<file path="src/rtl/scan_seq_if.sv">
// scan_seq_if: control/status and chain-facing signals of the scan sequencer
// Ports (slave = sequencer view):
//   start, len, npat, seed, exp_sig : run request and configuration from test control
//   so                              : scan-out from the last flop of the chain
//   se, si                          : scan enable and scan-in to the chain
//   busy, done, pass, sig           : run status and compressed signature
interface scan_seq_if #(
    parameter int LW = 8,
    parameter int PW = 8
);
    logic          start;
    logic [LW-1:0] len;
    logic [PW-1:0] npat;
    logic [15:0]   seed;
    logic [15:0]   exp_sig;
    logic          so;
    logic          se;
    logic          si;
    logic          busy;
    logic          done;
    logic          pass;
    logic [15:0]   sig;
    modport master (output start, len, npat, seed, exp_sig, so, input se, si, busy, done, pass, sig);
    modport slave  (input start, len, npat, seed, exp_sig, so, output se, si, busy, done, pass, sig);
endinterface

</file>
<file path="src/rtl/scan_seq_ctrl.sv">
// scan_seq_ctrl: scan-test sequencer shifting LFSR patterns through a flop chain and compressing scan-out into a signature
// Ports:
//   CLK  : clock, rising edge, also clocks the chain under test
//   RSTB : asynchronous active-low reset
//   bus  : scan_seq_if slave (run request/config in, SE/SI to chain, SO from chain, status out)
module scan_seq_ctrl #(
    parameter int LW = 8,
    parameter int PW = 8
) (
    input logic       CLK,
    input logic       RSTB,
    scan_seq_if.slave bus
);
    localparam logic [2:0] S_IDLE    = 3'd0;
    localparam logic [2:0] S_SHIFT   = 3'd1;
    localparam logic [2:0] S_CAPTURE = 3'd2;
    localparam logic [2:0] S_UNLOAD  = 3'd3;
    localparam logic [2:0] S_DONE    = 3'd4;

    logic [2:0]    state_q, state_d;
    logic [LW-1:0] len_q, len_d, bcnt_q, bcnt_d;
    logic [PW-1:0] npat_q, npat_d, pcnt_q, pcnt_d;
    logic [15:0]   exp_q, exp_d, lfsr_q, lfsr_d, sig_q, sig_d, lfsr_adv, sig_upd;
    logic          first_q, first_d, se_q, se_d, si_q, si_d, busy_q, busy_d, done_q, done_d, pass_q, pass_d;
    logic          last_bit;

    always_comb begin
        lfsr_adv = {lfsr_q[0] ^ lfsr_q[2] ^ lfsr_q[3] ^ lfsr_q[5], lfsr_q[15:1]};
        sig_upd  = {sig_q[14:0], 1'b0} ^ ((sig_q[15] ^ bus.so) ? 16'h1021 : 16'h0000);
        last_bit = (bcnt_q == len_q - LW'(1));
        state_d  = state_q;
        len_d    = len_q;
        npat_d   = npat_q;
        exp_d    = exp_q;
        lfsr_d   = lfsr_q;
        bcnt_d   = bcnt_q;
        pcnt_d   = pcnt_q;
        first_d  = first_q;
        // SO is compressed on every scan-enabled cycle except the first load, whose chain contents are unknown
        sig_d    = (se_q && !first_q) ? sig_upd : sig_q;
        case (state_q)
            S_IDLE, S_DONE: if (bus.start) begin
                len_d   = bus.len;
                npat_d  = bus.npat;
                exp_d   = bus.exp_sig;
                lfsr_d  = (bus.seed == 16'h0000) ? 16'hACE1 : bus.seed;
                sig_d   = 16'h0000;
                bcnt_d  = '0;
                pcnt_d  = '0;
                first_d = 1'b1;
                state_d = (bus.len == '0 || bus.npat == '0) ? S_DONE : S_SHIFT;
            end
            S_SHIFT: begin
                lfsr_d  = lfsr_adv;
                bcnt_d  = last_bit ? '0 : bcnt_q + LW'(1);
                state_d = last_bit ? S_CAPTURE : S_SHIFT;
            end
            S_CAPTURE: begin
                pcnt_d  = pcnt_q + PW'(1);
                first_d = 1'b0;
                state_d = (pcnt_d == npat_q) ? S_UNLOAD : S_SHIFT;
            end
            S_UNLOAD: begin
                bcnt_d  = last_bit ? '0 : bcnt_q + LW'(1);
                state_d = last_bit ? S_DONE : S_UNLOAD;
            end
            default: state_d = S_IDLE;
        endcase
        // outputs are registered from the next state so they line up with the cycle they describe
        se_d   = (state_d == S_SHIFT) || (state_d == S_UNLOAD);
        si_d   = (state_d == S_SHIFT) ? lfsr_d[0] : 1'b0;
        busy_d = (state_d == S_SHIFT) || (state_d == S_CAPTURE) || (state_d == S_UNLOAD);
        done_d = (state_d == S_DONE);
        pass_d = done_d && (sig_d == exp_d);
    end

    always_ff @(posedge CLK or negedge RSTB) begin
        if (!RSTB) begin
            state_q <= S_IDLE;
            len_q   <= '0;
            npat_q  <= '0;
            exp_q   <= '0;
            lfsr_q  <= '0;
            sig_q   <= '0;
            bcnt_q  <= '0;
            pcnt_q  <= '0;
            first_q <= 1'b0;
            se_q    <= 1'b0;
            si_q    <= 1'b0;
            busy_q  <= 1'b0;
            done_q  <= 1'b0;
            pass_q  <= 1'b0;
        end else begin
            state_q <= state_d;
            len_q   <= len_d;
            npat_q  <= npat_d;
            exp_q   <= exp_d;
            lfsr_q  <= lfsr_d;
            sig_q   <= sig_d;
            bcnt_q  <= bcnt_d;
            pcnt_q  <= pcnt_d;
            first_q <= first_d;
            se_q    <= se_d;
            si_q    <= si_d;
            busy_q  <= busy_d;
            done_q  <= done_d;
            pass_q  <= pass_d;
        end
    end

    assign bus.se   = se_q;
    assign bus.si   = si_q;
    assign bus.busy = busy_q;
    assign bus.done = done_q;
    assign bus.pass = pass_q;
    assign bus.sig  = sig_q;
endmodule

</file>
<file path="src/flat_wrapper.sv">
// flat-port wrapper written by rule: the top's interface ports become plain ports
module scan_seq_ctrl_flat 
#(
    parameter int LW = 8,
    parameter int PW = 8
)
  (CLK, RSTB, bus_start, bus_len, bus_npat, bus_seed, bus_exp_sig, bus_so, bus_se, bus_si, bus_busy, bus_done, bus_pass, bus_sig);
  scan_seq_if #(.LW(LW), .PW(PW)) bus_i ();
  input logic CLK;
  input logic RSTB;
  input wire logic [$bits(bus_i.start)-1:0] bus_start;
  input wire logic [$bits(bus_i.len)-1:0] bus_len;
  input wire logic [$bits(bus_i.npat)-1:0] bus_npat;
  input wire logic [$bits(bus_i.seed)-1:0] bus_seed;
  input wire logic [$bits(bus_i.exp_sig)-1:0] bus_exp_sig;
  input wire logic [$bits(bus_i.so)-1:0] bus_so;
  output wire logic [$bits(bus_i.se)-1:0] bus_se;
  output wire logic [$bits(bus_i.si)-1:0] bus_si;
  output wire logic [$bits(bus_i.busy)-1:0] bus_busy;
  output wire logic [$bits(bus_i.done)-1:0] bus_done;
  output wire logic [$bits(bus_i.pass)-1:0] bus_pass;
  output wire logic [$bits(bus_i.sig)-1:0] bus_sig;
  assign bus_i.start = bus_start;
  assign bus_i.len = bus_len;
  assign bus_i.npat = bus_npat;
  assign bus_i.seed = bus_seed;
  assign bus_i.exp_sig = bus_exp_sig;
  assign bus_i.so = bus_so;
  assign bus_se = bus_i.se;
  assign bus_si = bus_i.si;
  assign bus_busy = bus_i.busy;
  assign bus_done = bus_i.done;
  assign bus_pass = bus_i.pass;
  assign bus_sig = bus_i.sig;
  scan_seq_ctrl #(.LW(LW), .PW(PW)) u_core (.CLK(CLK), .RSTB(RSTB), .bus(bus_i));
endmodule
</file>
<file path="config.mk">
export PLATFORM = sky130hd
export DESIGN_NAME = scan_seq_ctrl_flat
export DESIGN_NICKNAME = d
export VERILOG_FILES = /design/src/rtl/scan_seq_if.sv /design/src/rtl/scan_seq_ctrl.sv /design/src/flat_wrapper.sv
export SDC_FILE = /design/constraint.sdc
export NUM_CORES = 1
export LEC_CHECK = 0
export CORE_MARGIN = 4
export CORE_UTILIZATION = 58
export DETAILED_ROUTE_END_ITERATION = 8
export GPL_TIMING_DRIVEN = 1
export HOLD_SLACK_MARGIN = 0.05
export PLACE_DENSITY = 0.92
export SYNTH_ARGS = -nofsm -noshare
export SYNTH_HDL_FRONTEND = slang
export SYNTH_SLANG_ARGS = --single-unit
</file>
<file path="constraint.sdc">
create_clock -name CLK -period 7.9 [get_ports CLK]
set_clock_uncertainty 0.2 [all_clocks]
set_input_delay 1.58 -clock CLK [delete_from_list [all_inputs] [get_ports CLK]]
set_output_delay 1.58 -clock CLK [all_outputs]
set_load 0.01 [all_outputs]
</file>
==> results of run 1 <==
cell usage after synthesis, types with 3 or more instances:
cell      number  area, µm²
a21oi_1       19       95.1
xnor2_1       16        140
nand3_1        6       30.0
nand4_1        5       31.3
buf_2          3       15.0
nor4_1        10       62.6
or2_2          4       25.0
mux2i_1        8       80.1
nor2b_1        3       18.8
nand2_1       61        229
ha_1           3       37.5
xor2_1        26        228
buf_1          5       18.8
a21o_1         3       22.5
nor2_1        31        116
dfrtp_1       89       2230
inv_1         16       60.1
o221ai_1       4       35.0
a22oi_1       15        113
and3_1         4       25.0
a31oi_1        5       31.3
nor3_1         6       30.0
o21ai_0       29        145
mux2_2        24        270
clkbuf_1      11       41.3
o31ai_1        6       45.0
a21o_2         3       26.3
placed cells by master (no fill, tap or decap), types with 3 or more instances in the layout:
cell type	instances
nor2b_1	3
o221ai_1	4
nor3_1	6
o21ai_0	29
mux2i_1	8
inv_1	16
nand2_1	61
o31ai_1	6
a21o_1	3
clkdlybuf4s50_1	71
nand4_1	5
or2_2	4
clkinvlp_4	3
ha_1	3
xor2_1	26
mux2_2	24
and3_1	4
nor4_1	10
a21o_2	3
buf_4	4
nand3_1	6
nor2_1	31
a22oi_1	15
clkbuf_8	9
xnor2_1	16
dfrtp_1	89
a21oi_1	19
a31oi_1	5
cell type report:
cell class              count  area (µm²)  share of cell area [%]
well taps                 102         128                    2.29
clock inverters             6        45.0                   0.809
inverters                  16        60.1                    1.08
multi-input cells         333        2240                    40.2
repair buffers             75         741                    13.3
flip-flops and latches     89        2230                    40.0
clock buffers              10         128                    2.29
per-layer routing:
layer  vias to the layer above  GRT usage [%]  wire, µm
met5                         -              0         0
met4                         0           7.78       254
met3                        34           5.46       739
met2                       187           39.4      5420
met1                      1873           32.4      4730
li1                       1771              -         -
kinds of logic (layout without fill, tap and decap cells):
kind of cell,Yosys count,count (layout),synth area share [%]
AOI/OAI and AO/OA,107,107,16.2
adders and majority gates,3,3,0.814
DFF,89,89,48.3
xor gates and xnor gates,42,42,7.97
muxes,32,32,7.59
buffers and inverters,37,107,3.25
and+or+nand+nor,149,149,15.9
final timing paths:
path,startpoint,slack (ns),to,cells past startpoint
max,bus_start,3.69,u_core.bus.pass,8
min,u_core.lfsr_q[4],0.29,u_core.lfsr_q[4],2
max reg2reg,u_core.state_q[1],4.72,u_core.bus.pass,8
min reg2reg,u_core.lfsr_q[4],0.29,u_core.lfsr_q[4],2
max in group asynchronous,RSTB,5.59,u_core.lfsr_q[14],1
min in group asynchronous,RSTB,1.21,u_core.npat_q[6],1
sequential cells by signal, summed over array words and instances, names as in the netlist:
signal / flops
u_core.bcnt_q: 8
u_core.pcnt_q: 8
u_core.len_q: 8
u_core.bus.se: 1
u_core.first_q: 1
u_core.bus.done: 1
u_core.bus.pass: 1
u_core.bus.busy: 1
u_core.state_q: 3
u_core.npat_q: 8
u_core.bus.sig: 16
u_core.lfsr_q: 16
u_core.bus.si: 1
u_core.exp_q: 16
metrics by stage:
step | worst slack (ns) | util (%) | instance area [µm²] | hold WS, ns | std cells
after floorplan | 4.83 | - | 4610 | 0.246 | 459
after global placement | 3.55 | 69.8 | 5390 | 0.261 | 615
after detailed placement | 3.43 | 69.8 | 5390 | 0.268 | 615
after CTS | 3.78 | 72.0 | 5570 | 0.294 | 631
after global routing | 3.57 | 72.0 | 5570 | 0.323 | 631
final | 3.69 | 72.0 | 5570 | 0.293 | 631
worst max-delay path, delay by kind of cell:
family	cells	cell delay, ns
simple gates	4	1.32
compound gates	2	0.36
buf+inv	2	1.03
power breakdown:
group | total [W] | leakage, nW | internal (W) | switching [W]
Combinational | 0.000296 | 1.32 | 0.000160 | 0.000136
Sequential | 0.000559 | 1.11 | 0.000497 | 0.0000618
Clock | 0.000277 | 0.0785 | 0.000115 | 0.000162
Total | 0.00113 | 2.50 | 0.000772 | 0.000360
==> flow_summary.ini, run 1 <==
[clock_tree]
clkLatencyLatePin_ns = 0.36
cts-root-buf = clkbuf_8
cts.sinks = 89
cts-buffers-inserted = 9
cts_setup_buffers = 0
clockBufferDepth = 2
ctsResizeCount = 0
tritoncts = built
hold_buffers = 0
cts_max_level = 3
path_clk_slew_ns = 0.09

[synth]
synthesis.area_um2 = 4610
syn_inst = 459
synth-edff-count = 0
yosysWarnings = 0
synth_seq_area_share_pct = 48.3
avgSynthCellArea_um2 = 10.1
yosysUniqueCellTypes = 59
synthFlopType = dfrtp_1
async_flop_share_pct = 100
ys_ff_latch = 89
syn_nets = 514

[worst_setup_path]
crit_type = in2reg
max_stage_delay_ns = 0.78
cp.required_ns = 8.00
cp.arrival_ns = 4.31
crit_path_start_kind = primary input
critPathCaptureType = register
cpMaxStageDelayCell = and2_2
path_cells = clkdlybuf4s50_1 > and2_2 > buf_4 > nand2_1 > nor4_1 > a21oi_1 > a211oi_1 > and4_1
crit_fanout = 47

[route]
vias = 3865
via_per_inst = 6.13
drtIter0Drc = 321
wirelength_mm = 11.1
post_drt_wl_per_cell_um = 17.6
drt_pass1_iterations = 9
drcViolationCount = 0
final_antenna_net_count = 0

[cells_and_area]
diodes = 0
area_delta_synth_final_pct = 20.6
num-nets-final = 579
fillers = 528
layout-drive-gt1-share_pct = 11.2

[worst_hold_path]
hold_path_class = reg2reg

[floorplanning]
io_pins = 73
die_w_um = 97.2
coreArea_um2 = 7730
fp-row-count = 32
die_area_um2 = 9450
die_h_um = 97.2
start_util_pct = 59.7

[run]
max_cap_viol_count = 0

[sta]
worst_slew_pin_slew_ns = 1.09
max_freq_mhz = 237
setup_viol = 0
hold_viol = 0
fin_setup_tns_ns = 0
rsz0062_at_grt = false
slew_viol_final = 0
min_period_over_period_pct = 53.3
fin_crit_ns = 4.21
max_slew_margin_pct = 27.0

[power]
p_leak_nw = 2.50
ir_drop_mv = 0.106
power_density_nw_per_um2 = 203
totalPowerFinal_w = 0.00113

[global_route]
grt_max_degree = 90
antenna_found_initial = 0
grt_pass1_wl_mm = 18.7
grt_pass1_vias = 3805
grt_use_total_pct = 24.2
overflow = 0

[placement]
gp_congestion = 0.919
dp_hpwl_mm = 8.06
port_buffers = 72

[status]
status = finished clean
Power figures use the tool's default switching activity.
==> run 2, diff against run 1 <==
--- a/config.mk
+++ b/config.mk
@@ -6,11 +6,11 @@
 export NUM_CORES = 1
 export LEC_CHECK = 0
 export CORE_MARGIN = 4
-export CORE_UTILIZATION = 58
+export CORE_UTILIZATION = 49
 export DETAILED_ROUTE_END_ITERATION = 8
 export GPL_TIMING_DRIVEN = 1
 export HOLD_SLACK_MARGIN = 0.05
-export PLACE_DENSITY = 0.92
+export PLACE_DENSITY = 0.84
 export SYNTH_ARGS = -nofsm -noshare
 export SYNTH_HDL_FRONTEND = slang
 export SYNTH_SLANG_ARGS = --single-unit
==> constraint.sdc (replaced) <==
create_clock -name CLK -period 3.6 [get_ports CLK]
set_clock_uncertainty 0.2 [all_clocks]
set_input_delay 0.72 -clock CLK [delete_from_list [all_inputs] [get_ports CLK]]
set_output_delay 0.72 -clock CLK [all_outputs]
set_load 0.01 [all_outputs]
==> run 2 against run 1 <==
Against the previous run:
- final cell count rose by 1.9%
- via count decreased by 2.2%
- utilization down 11 points
- largest cell class unchanged
- highest routed layer unchanged
==> flow_summary.ini, run 2 (synthesized netlist as in run 1, its figures left out) <==
[route]
via_per_inst = 5.88
drt_pass1_iterations = 5
drtIter0Drc = 283
final_antenna_net_count = 0
drcViolationCount = 0
wirelength_mm = 10.8
post_drt_wl_per_cell_um = 16.9
vias = 3780

[placement]
gp_congestion = 0.848
port_buffers = 72
placedCellCount = 627
dp_hpwl_mm = 8.03
pre_cts_ws_ns = 0.644

[worst_hold_path]
hold_path_class = reg2reg
hold_depth = 2
hold_path_end = u_core.lfsr_q[8]
hp-start = u_core.lfsr_q[8]

[sta]
worst_slew_pin_slew_ns = 1.11
setup_ws_ns = 0.799
max_freq_mhz = 357
hold_viol = 0
slew_viol_final = 0
min_period_over_period_pct = 77.8
fin_crit_ns = 2.80
setup_viol = 0
rsz0062_at_grt = false
fin_setup_tns_ns = 0
max_slew_margin_pct = 26.2

[worst_setup_path]
crit_fanout = 5
r2r-end = u_core.bus.busy
r2r-start = u_core.len_q[0]
crit_path_start_kind = register
cp.required_ns = 3.64
r2r_slack_ns = 0.80
critPathCaptureType = register
cpMaxStageDelayCell = a311oi_4
path_delay_family = compound AO/OA/AOI/OAI gates
cp.arrival_ns = 2.84
reg2reg_depth = 9
max_stage_delay_ns = 0.46
crit_type = reg2reg
startpoint = u_core.len_q[0]
crit_buf_inv = 1
path_cells = inv_1 > ha_1 > or3b_4 > nor4_2 > o2111ai_2 > a311oi_4 > xor2_1 > a21o_2 > or2_1

[cells_and_area]
area_delta_synth_final_pct = 22.2
num-nets-final = 582
fillers = 748
diodes = 0
final_cells = 643
final_core_util_pct = 61.3
layout-drive-gt1-share_pct = 11.3
layout_common_cells = dfrtp_1, clkdlybuf4s50_1, nand2_1
layout_commonest_cell = dfrtp_1

[clock_tree]
hold_buffers = 0
cts_setup_buffers = 0
ctsResizeCount = 0
cts_max_level = 3
cts-root-buf = clkbuf_8
clockBufferDepth = 2
tritoncts = built
cts.sinks = 89
path_clk_slew_ns = 0.08
cts-buffers-inserted = 9
clkLatencyLatePin_ns = 0.35

[global_route]
overflow = 0
antenna_found_initial = 0
grt_pass1_wl_mm = 17.9
grt_max_degree = 90
grt_use_total_pct = 20.1
grt_pass1_vias = 3685

[status]
status = finished clean

[floorplanning]
die_w_um = 105
fp-row-count = 35
start_util_pct = 50.2
coreArea_um2 = 9200
die_area_um2 = 11000
io_pins = 73
die_h_um = 105

[power]
totalPowerFinal_w = 0.00261
ir_drop_mv = 0.201
power_density_nw_per_um2 = 463
p_leak_nw = 2.55

[run]
max_cap_viol_count = 0
## run 2: cell count changes in the layout (fill, tap and decap cells not counted)
| cell | change |
|---|---|
| clkinv_2 | -1 |
| clkbuf_1 | +2 |
| clkinvlp_4 | -3 |
| buf_4 | +3 |
| bufinv_16 | +2 |
## run 2: how the worst max path moves through the flow
stage / end / depth (start not counted)
after floorplan: u_core.bus.busy / 9
after global placement: u_core.bcnt_q[5] / 8
after detailed placement: u_core.bcnt_q[5] / 8
after CTS: u_core.bus.busy / 9
after global routing: u_core.bus.busy / 9
final: u_core.bus.busy / 9
## run 2: tightest hold or removal path, cell delays in order, from the launching register on
cell	delay (ns)
dfrtp_1	0.35
nand2_1	0.05
nand2_1	0.06
## run 2: final cells by class
cell class | instances | area [µm²] | share of cell area (%)
Clock buffer | 12 | 135 | 2.40
Clock inverter | 4 | 77.6 | 1.38
Inverter | 16 | 60.1 | 1.06
Multi-Input combinational cell | 333 | 2240 | 39.7
Sequential cell | 89 | 2230 | 39.5
Tap cell | 111 | 139 | 2.46
Timing Repair Buffer | 78 | 763 | 13.5
## run 2: metal layers
metal / global-route usage (%) / routed length [µm]
met1: 25.8 / 4640
met2: 33.1 / 5300
met3: 3.95 / 562
met4: 8.25 / 337
met5: 0 / 0
## run 2: through the flow
| stage | cell area [µm²] | hold WS (ns) |
|---|---|---|
| finish | 5640 | 0.282 |
| detailed placement | 5430 | 0.263 |
| CTS | 5640 | 0.284 |
| floorplan | 4610 | 0.224 |
| global placement | 5430 | 0.262 |
| global route | 5640 | 0.304 |
## run 2: power breakdown
| part | internal, W | switching, W |
|---|---|---|
| combinational | 0.000352 | 0.000283 |
| sequential | 0.00109 | 0.000141 |
| clock | 0.000395 | 0.000348 |
